[config.mk]
export PLATFORM = sky130hd
export DESIGN_NAME = txrx_csr
export DESIGN_NICKNAME = d
export VERILOG_FILES = /design/src/rtl/txrx_csr.sv
export SDC_FILE = /design/constraint.sdc
export NUM_CORES = 1
export LEC_CHECK = 0
export BUFFER_PORTS_ARGS = -buffer_cell sky130_fd_sc_hd__clkbuf_2
export CAP_MARGIN = 20
export CORE_MARGIN = 10
export CORE_UTILIZATION = 25
export DETAILED_ROUTE_END_ITERATION = 6
export HOLD_SLACK_MARGIN = 0.12
export MAX_ROUTING_LAYER = met4
export PLACE_DENSITY = 0.46
export SETUP_SLACK_MARGIN = 0.5
export SLEW_MARGIN = 30
export SYNTH_ARGS = -nofsm -noshare
export SYNTH_HDL_FRONTEND = slang
export SYNTH_SLANG_ARGS = --single-unit
export TNS_END_PERCENT = 30
[constraint.sdc]
create_clock -name clk -period 7.3 [get_ports clk]
set_input_delay 1.46 -clock clk [delete_from_list [all_inputs] [get_ports clk]]
set_output_delay 1.46 -clock clk [all_outputs]
set_load 0.01 [all_outputs]
[src/rtl/txrx_csr.sv]
// CPU register block for the BLE-style transceiver: configuration, command pulses,
// TX/RX payload FIFOs, status and interrupt reporting.
module txrx_csr #(
  parameter int          ADDR_W   = 4,
  parameter int          FIFO_AW  = 3,
  parameter int          CH_IDX_W = 6,
  parameter logic [31:0] AA_RST   = 32'h8E89BED6,
  parameter int          CH_RST   = 5
) (
  input  logic                clk,
  input  logic                rst,
  input  logic                valid,
  input  logic [ADDR_W-1:0]   address,
  input  logic [31:0]         wdata,
  input  logic                wstrb,
  output logic [31:0]         rdata,
  output logic                ready,
  output logic [31:0]         aa,
  output logic [CH_IDX_W-1:0] ch_idx,
  output logic                tx_en,
  output logic                rx_en,
  output logic                demod_en,
  output logic                tx_start,
  output logic                rx_start,
  output logic [7:0]          tx_byte,
  output logic                tx_byte_valid,
  input  logic                tx_byte_ready,
  input  logic [7:0]          rx_byte,
  input  logic                rx_byte_valid,
  input  logic                tx_done,
  input  logic                rx_done,
  output logic                busy,
  output logic                irq
);
  localparam int DEPTH = 1 << FIFO_AW;
  localparam int LVL_W = FIFO_AW + 1;
  localparam logic [LVL_W-1:0] LVL_FULL = LVL_W'(DEPTH);

  localparam logic [ADDR_W-1:0] A_CTRL   = ADDR_W'(0);
  localparam logic [ADDR_W-1:0] A_CMD    = ADDR_W'(1);
  localparam logic [ADDR_W-1:0] A_AA     = ADDR_W'(2);
  localparam logic [ADDR_W-1:0] A_CH     = ADDR_W'(3);
  localparam logic [ADDR_W-1:0] A_TXD    = ADDR_W'(4);
  localparam logic [ADDR_W-1:0] A_RXD    = ADDR_W'(5);
  localparam logic [ADDR_W-1:0] A_STAT   = ADDR_W'(6);
  localparam logic [ADDR_W-1:0] A_IRQEN  = ADDR_W'(7);
  localparam logic [ADDR_W-1:0] A_IRQST  = ADDR_W'(8);

  // Bus handshake: a request is accepted when valid is high and ready is low;
  // ready then pulses for exactly one cycle with rdata holding the read result.
  logic                ready_q, ready_d;
  logic [31:0]         rdata_q, rdata_d;
  logic [2:0]          ctrl_q, ctrl_d;
  logic [31:0]         aa_q, aa_d;
  logic [CH_IDX_W-1:0] ch_idx_q, ch_idx_d;
  logic [3:0]          irq_en_q, irq_en_d;
  logic [2:0]          irq_stat_q, irq_stat_d;
  logic                irq_q, irq_d;
  logic                busy_q, busy_d;
  logic                op_rx_q, op_rx_d;
  logic                tx_start_q, tx_start_d;
  logic                rx_start_q, rx_start_d;
  logic                flush_tx_q, flush_tx_d;
  logic                flush_rx_q, flush_rx_d;
  logic [FIFO_AW-1:0]  tx_wr_ptr_q, tx_wr_ptr_d, tx_rd_ptr_q, tx_rd_ptr_d;
  logic [FIFO_AW-1:0]  rx_wr_ptr_q, rx_wr_ptr_d, rx_rd_ptr_q, rx_rd_ptr_d;
  logic [LVL_W-1:0]    tx_level_q, tx_level_d, rx_level_q, rx_level_d;
  logic                tx_drop_q, tx_drop_d, rx_ovf_q, rx_ovf_d;
  logic [7:0]          tx_mem [DEPTH];
  logic [7:0]          rx_mem [DEPTH];

  logic        accept, wr_acc, rd_acc, cmd_wr, done_hit, busy_free;
  logic        tx_empty, tx_full, rx_empty, rx_full;
  logic        tx_push_req, tx_pop_req, tx_push, tx_pop;
  logic        rx_push_req, rx_pop_req, rx_push, rx_pop, rx_ovf_evt;
  logic [7:0]  tx_head, rx_head;
  logic [31:0] rd_val, status;

  assign accept = valid && !ready_q;
  assign wr_acc = accept && wstrb;
  assign rd_acc = accept && !wstrb;
  assign cmd_wr = wr_acc && (address == A_CMD);

  // Only the done pulse of the operation actually in flight releases busy.
  assign done_hit  = busy_q && (op_rx_q ? rx_done : tx_done);
  assign busy_free = !busy_q || done_hit;

  assign tx_empty = (tx_level_q == '0);
  assign tx_full  = (tx_level_q == LVL_FULL);
  assign rx_empty = (rx_level_q == '0);
  assign rx_full  = (rx_level_q == LVL_FULL);
  assign tx_head  = tx_mem[tx_rd_ptr_q];
  assign rx_head  = rx_mem[rx_rd_ptr_q];

  // A push into a full FIFO still succeeds when a pop happens in the same cycle.
  assign tx_push_req = wr_acc && (address == A_TXD);
  assign tx_pop_req  = tx_byte_ready && !tx_empty;
  assign tx_push     = tx_push_req && (!tx_full || tx_pop_req) && !flush_tx_q;
  assign tx_pop      = tx_pop_req && !flush_tx_q;

  assign rx_push_req = rx_byte_valid;
  assign rx_pop_req  = rd_acc && (address == A_RXD) && !rx_empty;
  assign rx_push     = rx_push_req && (!rx_full || rx_pop_req) && !flush_rx_q;
  assign rx_pop      = rx_pop_req && !flush_rx_q;
  assign rx_ovf_evt  = rx_push_req && rx_full && !rx_pop_req && !flush_rx_q;

  assign status = {8'h00, 8'(tx_level_q), 8'(rx_level_q), (aa_q != AA_RST), busy_q,
                   tx_drop_q, rx_ovf_q, rx_full, rx_empty, tx_full, tx_empty};

  always_comb begin
    rd_val = 32'hFFFF_FFFF;
    case (address)
      A_CTRL:  rd_val = {29'd0, ctrl_q};
      A_CMD:   rd_val = 32'd0;
      A_AA:    rd_val = aa_q;
      A_CH:    rd_val = 32'(ch_idx_q);
      A_TXD:   rd_val = 32'd0;
      A_RXD:   rd_val = rx_empty ? 32'd0 : {24'd0, rx_head};
      A_STAT:  rd_val = status;
      A_IRQEN: rd_val = {28'd0, irq_en_q};
      A_IRQST: rd_val = {28'd0, !rx_empty, irq_stat_q};
      default: rd_val = 32'hFFFF_FFFF;
    endcase
  end

  always_comb begin
    ready_d  = accept;
    rdata_d  = rd_acc ? rd_val : rdata_q;
    ctrl_d   = ctrl_q;
    aa_d     = aa_q;
    ch_idx_d = ch_idx_q;
    irq_en_d = irq_en_q;
    if (wr_acc && address == A_CTRL)  ctrl_d   = wdata[2:0];
    if (wr_acc && address == A_AA)    aa_d     = wdata;
    if (wr_acc && address == A_CH)    ch_idx_d = wdata[CH_IDX_W-1:0];
    if (wr_acc && address == A_IRQEN) irq_en_d = wdata[3:0];

    tx_start_d = cmd_wr && wdata[0] && busy_free;
    rx_start_d = cmd_wr && !wdata[0] && wdata[1] && busy_free;
    flush_tx_d = cmd_wr && wdata[2];
    flush_rx_d = cmd_wr && wdata[3];
    busy_d     = (tx_start_d || rx_start_d) ? 1'b1 : (done_hit ? 1'b0 : busy_q);
    op_rx_d    = tx_start_d ? 1'b0 : (rx_start_d ? 1'b1 : op_rx_q);

    // New events win over a same-cycle W1C so none is lost.
    irq_stat_d = irq_stat_q;
    if (wr_acc && address == A_IRQST) irq_stat_d = irq_stat_q & ~wdata[2:0];
    irq_stat_d = irq_stat_d | {rx_ovf_evt, rx_done, tx_done};
    irq_d      = |({!rx_empty, irq_stat_q} & irq_en_q);

    if (flush_tx_q) begin
      tx_wr_ptr_d = '0;
      tx_rd_ptr_d = '0;
      tx_level_d  = '0;
      tx_drop_d   = 1'b0;
    end else begin
      tx_wr_ptr_d = tx_wr_ptr_q + FIFO_AW'(tx_push);
      tx_rd_ptr_d = tx_rd_ptr_q + FIFO_AW'(tx_pop);
      tx_level_d  = tx_level_q + LVL_W'(tx_push) - LVL_W'(tx_pop);
      tx_drop_d   = tx_drop_q || (tx_push_req && tx_full && !tx_pop_req);
    end

    if (flush_rx_q) begin
      rx_wr_ptr_d = '0;
      rx_rd_ptr_d = '0;
      rx_level_d  = '0;
      rx_ovf_d    = 1'b0;
    end else begin
      rx_wr_ptr_d = rx_wr_ptr_q + FIFO_AW'(rx_push);
      rx_rd_ptr_d = rx_rd_ptr_q + FIFO_AW'(rx_pop);
      rx_level_d  = rx_level_q + LVL_W'(rx_push) - LVL_W'(rx_pop);
      rx_ovf_d    = rx_ovf_q || rx_ovf_evt;
    end
  end

  always_ff @(posedge clk) begin
    if (rst) begin
      ready_q     <= 1'b0;
      rdata_q     <= '0;
      ctrl_q      <= '0;
      aa_q        <= AA_RST;
      ch_idx_q    <= CH_IDX_W'(CH_RST);
      irq_en_q    <= '0;
      irq_stat_q  <= '0;
      irq_q       <= 1'b0;
      busy_q      <= 1'b0;
      op_rx_q     <= 1'b0;
      tx_start_q  <= 1'b0;
      rx_start_q  <= 1'b0;
      flush_tx_q  <= 1'b0;
      flush_rx_q  <= 1'b0;
      tx_wr_ptr_q <= '0;
      tx_rd_ptr_q <= '0;
      tx_level_q  <= '0;
      rx_wr_ptr_q <= '0;
      rx_rd_ptr_q <= '0;
      rx_level_q  <= '0;
      tx_drop_q   <= 1'b0;
      rx_ovf_q    <= 1'b0;
    end else begin
      ready_q     <= ready_d;
      rdata_q     <= rdata_d;
      ctrl_q      <= ctrl_d;
      aa_q        <= aa_d;
      ch_idx_q    <= ch_idx_d;
      irq_en_q    <= irq_en_d;
      irq_stat_q  <= irq_stat_d;
      irq_q       <= irq_d;
      busy_q      <= busy_d;
      op_rx_q     <= op_rx_d;
      tx_start_q  <= tx_start_d;
      rx_start_q  <= rx_start_d;
      flush_tx_q  <= flush_tx_d;
      flush_rx_q  <= flush_rx_d;
      tx_wr_ptr_q <= tx_wr_ptr_d;
      tx_rd_ptr_q <= tx_rd_ptr_d;
      tx_level_q  <= tx_level_d;
      rx_wr_ptr_q <= rx_wr_ptr_d;
      rx_rd_ptr_q <= rx_rd_ptr_d;
      rx_level_q  <= rx_level_d;
      tx_drop_q   <= tx_drop_d;
      rx_ovf_q    <= rx_ovf_d;
    end
  end

  // Payload storage is not reset; the level counters define what is valid.
  always_ff @(posedge clk) begin
    if (tx_push) tx_mem[tx_wr_ptr_q] <= wdata[7:0];
    if (rx_push) rx_mem[rx_wr_ptr_q] <= rx_byte;
  end

  assign rdata         = rdata_q;
  assign ready         = ready_q;
  assign aa            = aa_q;
  assign ch_idx        = ch_idx_q;
  assign tx_en         = ctrl_q[0];
  assign rx_en         = ctrl_q[1];
  assign demod_en      = ctrl_q[2];
  assign tx_start      = tx_start_q;
  assign rx_start      = rx_start_q;
  assign tx_byte       = tx_empty ? 8'h00 : tx_head;
  assign tx_byte_valid = !tx_empty;
  assign busy          = busy_q;
  assign irq           = irq_q;
endmodule
### Word-level counts from Yosys, hierarchy flattened

Memories as Yosys holds them, arrays and structs flattened. A register that Yosys moved wholly into a read port is not among the register bits.
Index checks and enable logic that the tools add are counted.

* input port bits: 52
* flip-flop bits (word level): 110
* RAM bits: 128
* memories kept: 2
* logic and storage cells: 119
* output and inout bits: 87

* reduce and logical (&&, ||, !) cells: 59
* add/sub/neg operators: 8
* equal/unequal tests: 11
* mux-type cells: 13
* bitwise operators: 4

Memory list
* rx_mem: words 8, width 8, read ports 1, clocked after memory_dff 1, wr ports 1, RTL line 70 `logic [7:0] rx_mem [DEPTH];`
* tx_mem: words 8, width 8, read ports 1, clocked after memory_dff 1, wr ports 1, RTL line 69 `logic [7:0] tx_mem [DEPTH];`

Operator list (count)
* $pmux W32 S8: 1
* $logic_and A1 B1 Y1: 32
* $ne A32 B32 Y1 const B: 1
* $eq A4 B3 Y1 const B: 4
* $mux W8: 2
* $add A3 B1 Y3: 4
* $eq A4 B4 Y1 const B: 3
* $logic_not A1 Y1: 12
* $logic_not A4 Y1: 3
* $mux W3: 3
* $add A4 B1 Y4: 2
* $eq A4 B2 Y1 const B: 2
* $reduce_or A2 Y1: 4
* $sub A4 B1 Y4: 2
* $mux W1: 7
* $logic_or A1 B1 Y1: 6
* $and A4 B4 Y4: 1
* $eq A4 B1 Y1 const B: 1
* $reduce_or A4 Y1: 1
* $and A3 B3 Y3: 1
* $not A3 Y3: 1
* $or A3 B3 Y3: 1
* $reduce_bool A2 Y1: 1

### Logic depth before layout (Yosys ltp)

Gate-level depths: netlist of the first run.

* word-level depth: 10
* gate-level depth with buffers: 12
* mapped depth without buffers: 12

### Worst setup path before layout of the first run

No wires, ideal clock.

* path kind: input to register
* start: input port wstrb
* end: register rx_level_q[2]
* data required time: 7.179 ns
* data arrival time: 3.554 ns
* buffers on the path: 2
* stages: 11
* library setup time: 0.121 ns
* setup slack: 3.625 ns
* path through: or3b_1 -> buf_2 -> buf_1 -> nor4_1 -> ha_1 -> inv_1 -> ha_1 -> inv_1 -> fa_1 -> xor2_1 -> nor2_1

* cells in the longest elaborated chain, start to end: 9
* elaborated cells between the ends (all ways): 10
* those cells by class: add/sub: 2; reduce/logical: 8

Ends and longest elaborated chain
* start: declaration: RTL line 15 `input logic wstrb,`
* $logic_not A1 Y1 *: RTL line 81 `assign rd_acc = accept && !wstrb;`
* $logic_and A1 B1 Y1 *: RTL line 81
* $logic_and A1 B1 Y1 * (2 in series): RTL line 102 `assign rx_pop_req = rd_acc && (address == A_RXD) && !rx_empty;`
* $logic_or A1 B1 Y1: RTL line 103 `assign rx_push = rx_push_req && (!rx_full || rx_pop_req) && !flush_rx_q;`
* $logic_and A1 B1 Y1 (2 in series): RTL line 103
* $add A4 B1 Y4: RTL line 171 `rx_level_d = rx_level_q + LVL_W'(rx_push) - LVL_W'(rx_pop);`
* $sub A4 B1 Y4 *: RTL line 171
* end signal: assignment: RTL line 220 `rx_level_q <= rx_level_d;`
* end: declaration: RTL line 67 `logic [LVL_W-1:0] tx_level_q, tx_level_d, rx_level_q, rx_level_d;`

Mark *: on every way between the ends. The rest lies on a longest branch, timed or not.
A chain may end at the register's enable or synchronous reset.

==> results of run 1 <==
-- power by group --
part	leakage, nW	total, mW	internal (mW)	switching (mW)
Combinational	1.95	0.528	0.233	0.295
Clock	0.480	1.47	0.907	0.563
Sequential	2.05	1.53	1.47	0.0545
Total	4.49	3.52	2.61	0.912
-- sequential cells by signal, indices dropped and copies added (netlist names), 3 cells and up --
| register | flops |
|---|---|
| ctrl_q | 3 |
| irq_en_q | 4 |
| rx_level_q | 4 |
| tx_rd_ptr_q | 3 |
| rx_rd_ptr_q | 3 |
| aa | 32 |
| rdata | 32 |
| ch_idx | 6 |
| rx_mem | 64 |
| tx_wr_ptr_q | 3 |
| tx_mem | 64 |
| rx_wr_ptr_q | 3 |
| irq_stat_q | 3 |
| tx_level_q | 4 |
-- worst max path at each step --
stage	from	end	slack [ns]	depth (start not counted)
global placement	wstrb	rx_level_q[2]	3.36	12
finish	tx_rd_ptr_q[1]	tx_byte[0]	3.66	4
global route	tx_rd_ptr_q[1]	tx_byte[5]	3.54	4
floorplan	wstrb	rx_level_q[2]	3.62	11
detailed placement	wstrb	rx_level_q[2]	3.34	12
CTS	tx_rd_ptr_q[1]	tx_byte[0]	3.59	4
-- cells by family (layout without fill, tap and decap cells) --
logic type | after synthesis | in the layout | synth area share (%)
flip-flops | 238 | 238 | 60.8
adder cells (fa/ha/maj) | 22 | 22 | 2.92
AND/OR/NAND/NOR | 291 | 291 | 15.2
buffers and inverters | 73 | 222 | 3.31
multiplexers | 64 | 64 | 9.61
XOR/XNOR | 8 | 8 | 0.704
AO/OA/AOI/OAI | 103 | 103 | 7.51
-- through the flow --
stage / hold slack [ns] / worst slack (ns) / total power, mW
detailed placement: 0.439 / 3.34 / 2.10
floorplan: 0.423 / 3.62 / 1.90
global route: 0.481 / 3.54 / 3.70
finish: 0.449 / 3.66 / 3.52
global placement: 0.440 / 3.36 / 2.09
CTS: 0.448 / 3.59 / 3.58
-- worst max-delay path: cells and delay by family, from the launching register on --
kind,cells,cell delay (ns)
multiplexers,2,0.59
AND/OR/NAND/NOR,1,0.06
buffers and inverters,1,0.13
flip-flops,1,0.87
-- placed cells by master, fill, tap and decap left out, types with 19 or more instances in the layout --
| cell | n |
|---|---|
| dfxtp_1 | 110 |
| edfxtp_1 | 128 |
| inv_1 | 19 |
| mux2i_1 | 37 |
| nor3_1 | 30 |
| clkbuf_16 | 30 |
| ha_1 | 20 |
| a211oi_1 | 19 |
| clkbuf_2 | 137 |
| a21oi_1 | 28 |
| mux4_2 | 25 |
| nor2_1 | 85 |
| nand2_1 | 79 |
-- layer usage --
metal	share of wire, %	vias to the layer above
met5	0	-
met4	2.1	0
met3	3.9	34
met2	49	129
met1	45	3332
li1	-	3215
-- area by class of cell --
class                      instances  share of cell area (%)
inverter                          20                   0.618
sequential                       238                    49.8
multi-input combinational        488                    29.6
tap                              525                    5.41
timing repair buffer             150                    6.48
clock buffer                      35                    6.50
clock inverter                    17                    1.60
==> impl_metrics.csv, run 1 <==
group,metric,value,unit
status,status,"finished, final reports clean",
global_routing,grt_pass1_wl,43700,µm
finish,diodes,0,
timing,worst_pin_slew,0.878,ns
setup_path,slowest_delay,0.87,ns
global_routing,grt_pass1_vias,6872,
clock_network,numCtsBuffers,28,
detailed_routing,ant_nets,0,
logic_synthesis,synth_most_common_cell,"edfxtp_1",
flow_run,drv_cap,0,
global_routing,grt_remaining_overflow,0,
logic_synthesis,ys_ff_latch,238,
setup_path,worstPathRequired,5.84,ns
clock_network,root_buffer,"clkbuf_16",
global_routing,grt_start_max_net_pins,92,
logic_synthesis,syn_inst,799,
timing,finalCritPeriodShare,49.9,%
finish,multi_input_area,3600,µm²
finish,fin_util,30.7,%
placement,dp.cells,1421,
finish,fin_area,12100,µm²
placement,portBuffers,138,
setup_path,path_cells,"mux4_2 -> mux2i_1 -> nor2_1 -> clkbuf_2",
setup_path,cp.arrival,2.18,ns
power,power_leakage,4.49,nW
logic_synthesis,dominantRegCellSynth,"edfxtp_1",
logic_synthesis,ys_seq_area_share,60.8,%
detailed_routing,drtPass1Iterations,5,
die,num_rows,73,
logic_synthesis,synthDominantCellAreaShare,38.6,%
placement,place_hpwl,20700,µm
finish,seqCellArea,6050,µm²
global_routing,grt.total_usage,12.1,%
logic_synthesis,async_flop_share,0,%
detailed_routing,drt_iter0_drc,398,
logic_synthesis,yosysTopAreaCell,"edfxtp_1",
clock_network,clkTransAtPathRegs,0.06,ns
logic_synthesis,syn_area,9950,µm²
setup_path,rr_worst_depth,11,
setup_path,crit_type,"flip-flop to output port",
finish,layout-drive-gt1-share,25.0,%
global_routing,antenna_found_initial,0,
die,start_util,25.2,%
clock_network,worstSkewPairLatency,0.54,ns
power,ir_drop,0.180,mV
setup_path,timing.rr.end,"rx_level_q[2]",
clock_network,clockBufferDepth,3,
timing,hold_viol,0,
power,powerDensity,290,nW/µm²
detailed_routing,avgViaCountPerCell,4.56,
clock_network,cts_hold_buf,0,
clock_network,cts-resized-gates,0,
setup_path,end_kind,"output port",
timing,fmax,0.274,GHz
global_routing,use_met1,15.4,%
timing,rsz0062_at_grt,"false",
timing,relSlewSlack,41.4,%
logic_synthesis,ys_warn_count,0,
min_path,hold_depth,2,
logic_synthesis,synthTopCellsByArea,"edfxtp_1 39%, dfxtp_1 22%, mux4_2 5.7%, mux2i_1 3.7%, nor2_1 3.2%",
clock_network,tritoncts,"done",
die,dieArea,48200,µm²
logic_synthesis,yosys.cell_types.count,74,
clock_network,cts_setup_buffers,0,
timing,fin_skew,0.0197,ns
detailed_routing,wl_per_cell,19.7,µm
finish,area_growth,22.1,%
die,ios,139,
global_routing,grt_use_met2,19.7,%
logic_synthesis,synth_edf_count,128,
min_path,holdPathEnd,"rx_ovf_q",
setup_path,crit_path_max_fanout,17,
timing,fin_crit,3.64,ns
setup_path,worstSetupStartpointType,"flip-flop",
die,coreArea,39500,µm²
finish,nets,1000,
finish,final_cell_count_no_fill,1473,
detailed_routing,remaining_drc_errors,0,
timing,fin_tns_setup,0,ns
clock_network,htreeDepth,1,
timing,maxSlewViolCount,0,
die,die_h,219,µm
setup_path,r2r_slack,4.53,ns
die,die_w,219,µm
setup_path,reg2reg_from,"ready",
placement,place.gp.congestion,0.792,
detailed_routing,vias,6710,
logic_synthesis,ys_top_cells_by_count,"128 x edfxtp_1, 110 x dfxtp_1, 85 x nor2_1",
global_routing,met3_usage,1.86,%
min_path,hold_class,"flip-flop to flip-flop",
placement,post_dp_cell_area,11200,µm²
setup_path,critPathSlowestCell,"dfxtp_1",
logic_synthesis,synth_area_per_cell,12.5,µm²
clock_network,clock-sinks,238,
timing,setup_viol,0,
finish,num-fill-cells,3994,
global_routing,busiest_layer,"met2",
detailed_routing,drt-total-wl,29000,µm
min_path,worstHoldStart,"rx_ovf_q",
logic_synthesis,syn-num-nets,873,
No activity file was read; power rests on OpenSTA's default activity.
==> inputs of run 2 (changes only) <==
PLACE_DENSITY = 0.48   (was 0.46)
clock period = 3.1 ns   (was 7.3 ns; I/O delays follow)
==> run 2 against run 1 <==
  * Clock skew down 0.0089 ns
  * Sequential share of layout area decreased by 0.86 points
  * Combinational power rose to 2.6 times the previous value
  * Register-to-register slack lost 3.8 ns
  * Cell area rose by 1.9%
  * Wire length fell by 1.2%
  * Critical path type unchanged
==> impl_metrics.csv, run 2 (synthesis results as in run 1) <==
group,metric,value,unit
detailed_routing,drtPass1Iterations,5,
setup_path,end_kind,"output port",
global_routing,grt.total_usage,12.0,%
die,num_rows,73,
timing,fmax,0.385,GHz
status,status,"finished, final reports clean",
clock_network,worstSkewPairLatency,0.53,ns
die,start_util,25.2,%
power,power_leakage,4.60,nW
setup_path,rr_worst_depth,11,
detailed_routing,avgViaCountPerCell,4.56,
clock_network,clock-sinks,238,
finish,layout_common_cells,"137 x clkbuf_2, 128 x edfxtp_1, 107 x dfxtp_1",
detailed_routing,wl_met1,12900,µm
setup_path,worstPathRequired,2.48,ns
placement,place.gp.congestion,0.815,
power,powerDensity,661,nW/µm²
clock_network,numCtsBuffers,27,
clock_network,clkTransAtPathRegs,0.06,ns
global_routing,grt_remaining_overflow,0,
die,dieArea,48200,µm²
die,die_w,219,µm
min_path,hold_depth,3,
finish,final_common_cell,"clkbuf_2",
min_path,worstHoldStart,"wdata[15]",
setup_path,timing.rr.end,"tx_level_q[2]",
setup_path,crit_type,"flip-flop to output port",
detailed_routing,top_layer,"met4",
global_routing,grt_pass1_vias,6934,
detailed_routing,wl_met2,13900,µm
detailed_routing,vias,6834,
setup_path,worstSetupStartpointType,"flip-flop",
timing,relSlewSlack,41.2,%
timing,worst_pin_slew,0.882,ns
die,ios,139,
flow_run,drv_cap,0,
finish,area_growth,24.3,%
setup_path,reg2reg_from,"tx_level_q[2]",
timing,finalCritPeriodShare,83.7,%
detailed_routing,ant_nets,0,
placement,place_hpwl,20500,µm
timing,rsz0062_at_grt,"true",
power,ir_drop,0.405,mV
clock_network,clockBufferDepth,3,
setup_path,r2r_slack,0.69,ns
min_path,holdPathEnd,"aa[15]",
finish,top_regs,"rx_mem: 64 flops, tx_mem: 64 flops",
placement,portBuffers,138,
finish,nets,1030,
timing,setup_viol,0,
setup_path,cp.arrival,1.98,ns
detailed_routing,drt-total-wl,28700,µm
global_routing,grt_pass1_wl,43800,µm
global_routing,grt_start_max_net_pins,51,
detailed_routing,wl_per_cell,19.1,µm
clock_network,root_buffer,"clkbuf_16",
detailed_routing,remaining_drc_errors,0,
die,die_h,219,µm
power,p_total,8.17,mW
min_path,hold_class,"input port to flip-flop",
die,coreArea,39500,µm²
detailed_routing,drt_iter0_drc,407,
clock_network,tritoncts,"done",
timing,fin_tns_setup,0,ns
timing,timing.hold.ws,0.304,ns
clock_network,htreeDepth,1,
setup_path,crit_path_max_fanout,8,
clock_network,cts_hold_buf,0,
timing,fin_crit,2.60,ns
timing,hold_viol,0,
global_routing,antenna_found_initial,0,
timing,fin_skew,0.0108,ns
detailed_routing,wl_met3,1190,µm
finish,diodes,0,
finish,layout-drive-gt1-share,28.1,%
timing,maxSlewViolCount,0,
-- run 2: cell count changes in the layout (fill, tap and decap cells not counted), sizes merged --
cell / previous run / this run
inv: 22 / 20
clkinvlp: 3 / 7
clkbuf: 172 / 166
buf: 13 / 44
-- run 2: layout make-up --
type	instances	area [µm²]
inverter	20	75.1
timing repair buffer	181	1060
multi-input combinational	488	3630
fill	4007	27200
tap	525	657
clock buffer	29	683
clock inverter	19	209
sequential	238	6050
-- run 2: worst max-delay path by stage --
stage / from / end / slack, ns / depth (start not counted)
2_1_floorplan: address[3] / rx_level_q[2] / 0.48 / 11
3_3_place_gp: wstrb / rx_level_q[2] / 0.22 / 11
3_5_place_dp: wstrb / rx_level_q[2] / 0.20 / 11
4_1_cts: tx_rd_ptr_q[0] / tx_byte[4] / 0.46 / 5
5_1_grt: tx_rd_ptr_q[0] / tx_byte[2] / 0.41 / 5
6_report: tx_rd_ptr_q[0] / tx_byte[2] / 0.50 / 5
-- run 2: stage by stage --
stage	util [%]	std cells	cell area (µm²)	setup WS, ns
after detailed placement	28.8	1449	11400	0.196
after global placement	28.8	1449	11400	0.223
after floorplan	-	799	9970	0.484
final	31.3	1500	12400	0.504
after CTS	31.2	1498	12300	0.464
after global routing	31.3	1500	12400	0.414
-- run 2: layer usage --
metal | global-route usage (%) | vias up
met4 | 2.74 | 0
met2 | 19.2 | 137
li1 | - | 3264
met1 | 15.6 | 3390
met5 | - | -
met3 | 2.21 | 43
-- run 2: power by group --
| part | internal [mW] | switching (mW) |
|---|---|---|
| registers | 3.47 | 0.122 |
| clock network | 1.92 | 1.28 |
| logic | 0.637 | 0.734 |
| total | 6.03 | 2.14 |
-- run 2: what timing repair did --
action	CTS	global route
cloned	1	0
setup endpoints to repair	10	15
setup buffers	0	2
pin swaps	0	3
gates resized for setup	6	10
-- run 2: critical path, cell delays in order (launching register included) --
cell and delay (ns):
dfxtp_4 0.41, buf_12 0.15, mux4_2 0.51, mux2i_1 0.17
nor2_1 0.08, clkbuf_2 0.13
